## src/rtl/data_mem_mmio_if.sv

```systemverilog
// CPU data-memory bus plus the host-side output FIFO handshake.
// The CPU or bench is the master; data_mem_mmio is the slave.
interface data_mem_mmio_if #(
  parameter int SIZE = 32
);
  logic            WE;
  logic [SIZE-1:0] A;
  logic [SIZE-1:0] WD;
  logic [SIZE-1:0] RD;
  logic            OutValid;
  logic [SIZE-1:0] OutData;
  logic            OutReady;

  modport master (
    output WE, A, WD, OutReady,
    input  RD, OutValid, OutData
  );

  modport slave (
    input  WE, A, WD, OutReady,
    output RD, OutValid, OutData
  );
endinterface

```

## src/rtl/data_mem_mmio.sv

```systemverilog
// Word RAM plus a small MMIO page: a free-running cycle counter, an output FIFO
// drained by the host, and a saturating counter of pushes dropped while full.
module data_mem_mmio #(
  parameter int SIZE       = 32,
  parameter int DEPTH      = 64,
  parameter int FIFO_DEPTH = 4
) (
  input logic            CLK,
  input logic            Reset,
  data_mem_mmio_if.slave bus
);
  localparam int AW = $clog2(DEPTH);
  localparam int PW = $clog2(FIFO_DEPTH);
  localparam int CW = $clog2(FIFO_DEPTH + 1);

  localparam logic [SIZE-1:0] ADDR_CYCLE  = SIZE'(32'h0000_1000);
  localparam logic [SIZE-1:0] ADDR_OUT    = SIZE'(32'h0000_1004);
  localparam logic [SIZE-1:0] ADDR_STATUS = SIZE'(32'h0000_1008);
  localparam logic [SIZE-1:0] ADDR_DROPS  = SIZE'(32'h0000_100C);

  logic [SIZE-1:0] ram [DEPTH];
  logic [SIZE-1:0] fifo [FIFO_DEPTH];

  logic [SIZE-1:0] cycle_q;
  logic [CW-1:0]   count_q;
  logic [PW-1:0]   rd_ptr_q;
  logic [PW-1:0]   wr_ptr_q;
  logic [7:0]      drops_q;

  logic [SIZE-1:0] a_word;
  logic            ram_sel;
  logic            sel_cycle;
  logic            sel_out;
  logic            sel_status;
  logic            sel_drops;
  logic            full;
  logic            empty;
  logic            pop;
  logic            push_req;
  logic            push;
  logic            drop;
  logic [SIZE-1:0] status;
  logic            unused_a_lsb;

  // Byte offset within a word is ignored everywhere.
  assign a_word       = {bus.A[SIZE-1:2], 2'b00};
  assign unused_a_lsb = ^bus.A[1:0];

  assign ram_sel    = (bus.A[SIZE-1:AW+2] == '0);
  assign sel_cycle  = (a_word == ADDR_CYCLE);
  assign sel_out    = (a_word == ADDR_OUT);
  assign sel_status = (a_word == ADDR_STATUS);
  assign sel_drops  = (a_word == ADDR_DROPS);

  assign full  = (count_q == CW'(FIFO_DEPTH));
  assign empty = (count_q == '0);
  assign pop   = bus.OutValid && bus.OutReady;

  // A pop in the same cycle frees the slot, so a push into a full FIFO is still taken.
  assign push_req = bus.WE && sel_out;
  assign push     = push_req && (!full || pop);
  assign drop     = push_req && full && !pop;

  assign bus.OutValid = !empty;
  assign bus.OutData  = fifo[rd_ptr_q];

  always_comb begin
    status      = '0;
    status[7:4] = 4'(count_q);
    status[1]   = empty;
    status[0]   = full;
  end

  always_comb begin
    bus.RD = '0;
    if (ram_sel)         bus.RD = ram[bus.A[AW+1:2]];
    else if (sel_cycle)  bus.RD = cycle_q;
    else if (sel_status) bus.RD = status;
    else if (sel_drops)  bus.RD = SIZE'(drops_q);
  end

  always_ff @(posedge CLK) begin
    if (bus.WE && ram_sel) ram[bus.A[AW+1:2]] <= bus.WD;
  end

  always_ff @(posedge CLK) begin
    if (push) fifo[wr_ptr_q] <= bus.WD;
  end

  always_ff @(posedge CLK or negedge Reset) begin
    if (!Reset) cycle_q <= '0;
    else        cycle_q <= cycle_q + 1'b1;
  end

  always_ff @(posedge CLK or negedge Reset) begin
    if (!Reset) begin
      count_q  <= '0;
      rd_ptr_q <= '0;
      wr_ptr_q <= '0;
    end else begin
      if (push) wr_ptr_q <= PW'(wr_ptr_q + 1'b1);
      if (pop)  rd_ptr_q <= PW'(rd_ptr_q + 1'b1);
      case ({push, pop})
        2'b10:   count_q <= count_q + 1'b1;
        2'b01:   count_q <= count_q - 1'b1;
        default: count_q <= count_q;
      endcase
    end
  end

  always_ff @(posedge CLK or negedge Reset) begin
    if (!Reset) begin
      drops_q <= '0;
    end else if (bus.WE && sel_drops) begin
      drops_q <= '0;
    end else if (drop && (drops_q != 8'hFF)) begin
      drops_q <= drops_q + 1'b1;
    end
  end
endmodule
```

## src/flat_wrapper.sv

```systemverilog
// flat-port wrapper written by rule: the top's interface ports become plain ports
module data_mem_mmio_flat 
#(
  parameter int SIZE       = 32,
  parameter int DEPTH      = 64,
  parameter int FIFO_DEPTH = 4
)
  (CLK, Reset, bus_WE, bus_A, bus_WD, bus_OutReady, bus_RD, bus_OutValid, bus_OutData);
  data_mem_mmio_if #(.SIZE(SIZE)) bus_i ();
  input logic CLK;
  input logic Reset;
  input wire logic [$bits(bus_i.WE)-1:0] bus_WE;
  input wire logic [$bits(bus_i.A)-1:0] bus_A;
  input wire logic [$bits(bus_i.WD)-1:0] bus_WD;
  input wire logic [$bits(bus_i.OutReady)-1:0] bus_OutReady;
  output wire logic [$bits(bus_i.RD)-1:0] bus_RD;
  output wire logic [$bits(bus_i.OutValid)-1:0] bus_OutValid;
  output wire logic [$bits(bus_i.OutData)-1:0] bus_OutData;
  assign bus_i.WE = bus_WE;
  assign bus_i.A = bus_A;
  assign bus_i.WD = bus_WD;
  assign bus_i.OutReady = bus_OutReady;
  assign bus_RD = bus_i.RD;
  assign bus_OutValid = bus_i.OutValid;
  assign bus_OutData = bus_i.OutData;
  data_mem_mmio #(.SIZE(SIZE), .DEPTH(DEPTH), .FIFO_DEPTH(FIFO_DEPTH)) u_core (.CLK(CLK), .Reset(Reset), .bus(bus_i));
endmodule
```

## config.mk

```make
export PLATFORM = sky130hd
export DESIGN_NAME = data_mem_mmio_flat
export DESIGN_NICKNAME = d
export VERILOG_FILES = /design/src/rtl/data_mem_mmio_if.sv /design/src/rtl/data_mem_mmio.sv /design/src/flat_wrapper.sv
export SDC_FILE = /design/constraint.sdc
export NUM_CORES = 2
export LEC_CHECK = 0
export ABC_AREA = 1
export CORE_AREA = 2 2 513 617
export DETAILED_ROUTE_END_ITERATION = 16
export DIE_AREA = 0 0 515 619
export PLACE_DENSITY = 0.41
export SYNTH_ARGS = -nofsm -noshare
export SYNTH_HDL_FRONTEND = slang
export SYNTH_SLANG_ARGS = --single-unit
```

## constraint.sdc

```tcl
create_clock -name CLK -period 3.1 [get_ports CLK]
set_input_delay 0.62 -clock CLK [delete_from_list [all_inputs] [get_ports CLK]]
set_output_delay 0.62 -clock CLK [all_outputs]
set_load 0.02 [all_outputs]
```

## After elaboration in Yosys (flattened, before gate mapping)

Memory sizes are Yosys's and may differ from the RTL's.
Index checks and enable logic that the tools add are counted.

- Word-level logic and storage cells: 48
- Output and inout port bits: 65
- RAM bits: 2,176
- Memories kept: 2
- Register bits after elaboration: 47

- Reductions and logical operators: 16
- Equality and inequality tests: 8
- $add $sub $neg: 6
- Mux-type cells: 11

Memory list:

| memory | words | width | read ports | clocked after Yosys merged registers in | write ports | line | source |
|---|---|---|---|---|---|---|---|
| u_core.ram | 64 | 32 | 1 | 0 | 1 | data_mem_mmio.sv:21 | `logic [SIZE-1:0] ram [DEPTH];` |
| u_core.fifo | 4 | 32 | 1 | 0 | 1 | data_mem_mmio.sv:22 | `logic [SIZE-1:0] fifo [FIFO_DEPTH];` |

Operator list:

| operator | count |
|---|---|
| equality test 30 x 11 -> 1 bit (second input constant) | 4 |
| 2-to-1 mux 32 bit | 3 |
| adder 32 x 1 -> 32 bit (second input constant) | 1 |
| logical NOT 24 bit | 1 |
| 2-to-1 mux 8 bit | 3 |
| adder 8 x 1 -> 8 bit (second input constant) | 1 |
| logical AND 1 bit | 8 |
| inequality test 8 bit (second input constant) | 1 |
| case mux 3 bit (2 select lines) | 1 |
| adder 2 x 1 -> 2 bit (second input constant) | 2 |
| 2-to-1 mux 1 bit | 4 |
| nonzero test 2 bit | 2 |
| adder 3 x 1 -> 3 bit (second input constant) | 1 |
| equality test 3 bit (second input constant) | 1 |
| logical NOT 1 bit | 3 |
| logical NOT 3 bit | 1 |
| subtractor 3 x 1 -> 3 bit (second input constant) | 1 |
| equality test 2 x 1 -> 1 bit (second input constant) | 1 |
| equality test 2 bit (second input constant) | 1 |
| logical OR 1 bit | 1 |

## Logic depth before layout (Yosys ltp)

- Depth after elaboration: 8
- Depth in mapped cells: 16
- Gate-level depth less buffers: 13

## Worst setup path after synthesis

OpenSTA, ideal clock, no wires.

- Path kind: in2reg
- Start point: input bus_A[13]
- End point: memory u_core.ram[1][0], enable pin
- Path buffers: 2
- Arrival time: 3.824 ns
- Stages on the path: 6
- Setup slack: -1.185 ns
- Setup time: 0.461 ns
- Cells stage by stage: or2_1 > nor2_1 > nand4_1 > clkbuf_1 > clkbuf_1 > nor3_1

- Word-level cells in the longest chain between the ends: 4

RTL lines:

| what | line | source |
|---|---|---|
| start, declared | flat_wrapper.sv:13 | `input wire logic [$bits(bus_i.A)-1:0] bus_A;` |
| logical NOT 24 bit | data_mem_mmio.sv:49 | `assign ram_sel = (bus.A[SIZE-1:AW+2] == '0);` |
| logical AND 1 bit | data_mem_mmio.sv:83 | `if (bus.WE && ram_sel) ram[bus.A[AW+1:2]] <= bus.WD;` |
| 2-to-1 mux 1 bit | data_mem_mmio.sv:83 |  |
| 2-to-1 mux 1 bit (implied by the code) | data_mem_mmio.sv:83 |  |
| end, declared | data_mem_mmio.sv:21 |  |

No other way between the ends.

## Worst setup path in the final report

- Start point: input bus_A[2]
- End point: output bus_RD[6]

- Word-level cells in the longest chain between the ends: 5

RTL lines:

| what | line | source |
|---|---|---|
| branches (longest 4 deep; another with memory read (64 x 32 bit)) | -- |  |
| 2-to-1 mux 32 bit * | data_mem_mmio.sv:76 | `if (ram_sel) bus.RD = ram[bus.A[AW+1:2]];` |
| end, declared | flat_wrapper.sv:16 | `output wire logic [$bits(bus_i.RD)-1:0] bus_RD;` |

Mark *: on every way between the ends.

==> results by group <==
Timing
  – RSZ-0062 raised after global routing: true
  – Clock skew: 0.0474 ns
  – Slew headroom: 22.8%
  – Final cycle utilization of the critical path: 112%
  – Final TNS setup: -8.77 ns
  – Tightest Pin Transition: 1.16 ns
  – Hold Vio Cnt, Final: 0
  – Fmax: 0.289 GHz
  – Final-report max-slew violation count: 0
  – Final setup viols: 32
  – Final min period: 3.46 ns
  – Final setup margin: -0.359 ns

Run
  – Max-cap violation count: 0

Die
  – Die W: 515 um
  – I/O Pins: 133
  – Die ar.: 0.319 sq mm
  – Initial Util: 29.9%
  – Chip Height: 619 um
  – Core area: 0.312 sq mm
  – Placement Rows: 225

Cells and area
  – Most frequent cells in the layout: nand2_1, edfxtp_1, nand3_1
  – Commonest non-fill, non-tap cell in the layout: nand2_1
  – Area Growth Syn to Fin: 29.4%
  – Nets: 9795
  – Finished Layout Cells: 14000
  – Layout cells sized above 1: 21.2%
  – Fin area: 0.121 sq mm

Critical path
  – Crit start category: input port
  – Worst path cell trace: buf_16 -> buf_16 -> buf_16 -> buf_6 -> buf_12 -> or2_2 -> o211ai_1 -> nand2_1 -> nor2_1 -> nor2_1 -> nor2_2 -> buf_4 -> nand3_1 -> buf_4 -> nand2_2 -> inv_1 -> buf_4
  – Worst R2R End: u_core.count_q[2]$_DFFE_PN0P_
  – Critical path class: in2out
  – Slowest stage delay, CP: 0.29 ns
  – CP delay by family, top: buffers and inverters
  – Buf/Inv on CP: 9
  – WP data required: 2.48 ns
  – Flop2flop setup slack: 0.70 ns
  – Critical path's slowest cell: or2_2
  – CP max FO: 8
  – CP Capture Type: primary output
  – Critical Path AT: 2.84 ns
  – R2R cell count: 11
  – Critical R2R Launch: u_core.count_q[1]$_DFFE_PN0P_

Global route
  – Pin count of the biggest net entering global routing: 69
  – GRT Residual Overflow: 0
  – Total track usage: 22.2%
  – First-pass GRT wire length: 505000 um
  – Number of global-route vias before repair: 66200
  – Initial antenna violation count: 27

Placement
  – Gpl congestion: 0.931
  – Port Buffer Count: 130
  – Post-Place Setup Slack: -1.15 ns
  – DPL Wire Length: 232000 um
  – Dpl cell area: 0.108 sq mm
  – Placed Instances: 13400

Route
  – DR vias: 66800
  – Total Wirelength: 360000 um
  – DR vias/cell: 4.77
  – Starting DRT DRC Count: 5770
  – ANT nets after route: 0
  – Avg WL per Cell: 25.7 um
  – DRC: 0
  – DR pass1 iterations: 5

Synthesis
  – Post-synthesis sequential area ratio: 71.2%
  – YS warnings: 0
  – Synth Register Bits: 2223
  – Synth Cell Area: 0.0934 sq mm
  – Mapped Nets: 8899
  – Post-synth cell types: 32
  – Gate Count Post-Synth: 8823
  – Syn Area/Cell: 10.6 sq um

Worst hold path
  – Cells on Worst Hold Path: 1
  – Hold path start: bus_WD[15]
  – Hold path endpoint: u_core.fifo[3][15]$_DFFE_PP_
  – Hold crit path type: in2reg

Pwr
  – Lkg Pwr: 0.0488 uW
  – Power Density: 579 mW/mm^2
  – Peak supply drop: 0.571 mV

Clock tree
  – TritonCTS Buffers: 242
  – TritonCTS clock tree: done
  – Clock Sink Count: 2223
  – Worst-Skew Late Latency: 0.92 ns
  – Root Buffer Master: clkbuf_16
  – Longest Clk Path Bufs: 4
  – Clock Pin Slew Worst Setup and Hold Paths: 0.06 ns
  – H-Tree Depth: 4

Outcome
  – Status: finished with violations
  – Failing checks: setup timing
-- sequential cells by signal, indices dropped and copies added, names as in the netlist --
name	flops
u_core.count_q	3
u_core.cycle_q	32
u_core.drops_q	8
u_core.fifo	128
u_core.wr_ptr_q	2
u_core.rd_ptr_q	2
u_core.ram	2048
-- metal layers --
layer | share of wire (%) | track usage [%] | vias to the layer above
met2 | 49 | 38.1 | 1796
met4 | 4.0 | 8.02 | 2
met1 | 43 | 28.9 | 33500
li1 | - | - | 31000
met5 | 0.0036 | 0 | -
met3 | 4.6 | 2.58 | 486
-- power by group --
part	internal, uW	total (uW)	switching (uW)
clock network	16900	29300	12400
registers	33000	33100	55.0
logic	2600	7640	5040
-- Yosys cell counts, drive strengths merged --
| master | count | share of area, % |
|---|---|---|
| a21boi | 1 | 0.0080 |
| a21oi | 25 | 0.13 |
| buf | 213 | 1.1 |
| clkbuf | 232 | 0.93 |
| clkinv | 2 | 0.0080 |
| dfrtp | 47 | 1.3 |
| edfxtp | 2176 | 70 |
| fa | 1 | 0.021 |
| ha | 7 | 0.094 |
| inv | 538 | 2.2 |
| mux2 | 1 | 0.012 |
| nand2 | 4300 | 17 |
| nand3 | 603 | 3.2 |
| nand3b | 1 | 0.0080 |
| nand4 | 128 | 0.86 |
| nor2 | 277 | 1.1 |
| nor3 | 30 | 0.16 |
| nor4 | 8 | 0.054 |
| o211ai | 5 | 0.040 |
| o21ai | 74 | 0.40 |
| o22ai | 32 | 0.21 |
| or2 | 84 | 0.56 |
| xnor2 | 9 | 0.084 |
| xor2 | 29 | 0.27 |
-- layout make-up --
class                      instances  area [sq um]
fill                           30500        192000
tap                             4086          5110
timing repair inverter             1          8.76
timing repair buffer            1096         13400
clock buffer                     298          6380
antenna                           13          32.5
multi-input combinational       5615         25800
sequential                      2223         66500
inverter                         540          2100
clock inverter                   146          1470
-- worst reg2reg max path: cells and delay by family (launching register included) --
family / cells / cell delay [ns]
flops: 1 / 0.44
compound gates: 2 / 0.26
fa+ha+maj: 2 / 0.53
xor+xnor: 1 / 0.15
simple gates: 5 / 0.84
buf+inv: 1 / 0.06
-- worst max-delay path by stage --
stage	end	slack (ns)	from	cells after the start
after CTS	bus_RD[25]	-0.39	bus_A[2]	18
after global routing	bus_RD[22]	-0.40	bus_A[2]	18
final	bus_RD[6]	-0.36	bus_A[2]	17
after global placement	bus_RD[12]	-1.20	bus_A[7]	14
after floorplan	u_core.ram[10][0]$_DFFE_PP_	-0.39	bus_A[4]	6
after detailed placement	bus_RD[12]	-1.15	bus_A[7]	14
-- cell families (layout without fill, tap and decap cells) --
logic type               after synthesis  count (layout)  synth area share [%]
AO/OA/AOI/OAI                        137             137                 0.793
XOR/XNOR                              38              38                 0.356
adder cells (fa/ha/maj)                8               8                 0.115
buffers and inverters                985            2081                  4.22
flip-flops                          2223            2223                  71.2
multiplexers                           1               1                0.0121
other                                  0              13                     0
AND/OR/NAND/NOR                     5431            5431                  23.3
-- through the flow --
step                power [uW]  hold WS (ns)  util (%)
floorplan                36600         0.324         -
global placement         40800         0.470      34.5
detailed placement       40800         0.464      34.5
CTS                      70600        0.0368      38.3
global route             72200        0.0630      38.7
finish                   70000         0.108      38.7
-- repair_timing --
item / CTS / global route
hold endpoints to repair: 32 / 0
resized for setup: 800 / 324
hold buffers: 1 / 0
setup endpoints to repair: 62 / 57
pin swaps: 209 / 213
buffers inserted: 91 / 31
cloned: 27 / 10
Note: power is estimated with default switching activity, not from simulation.
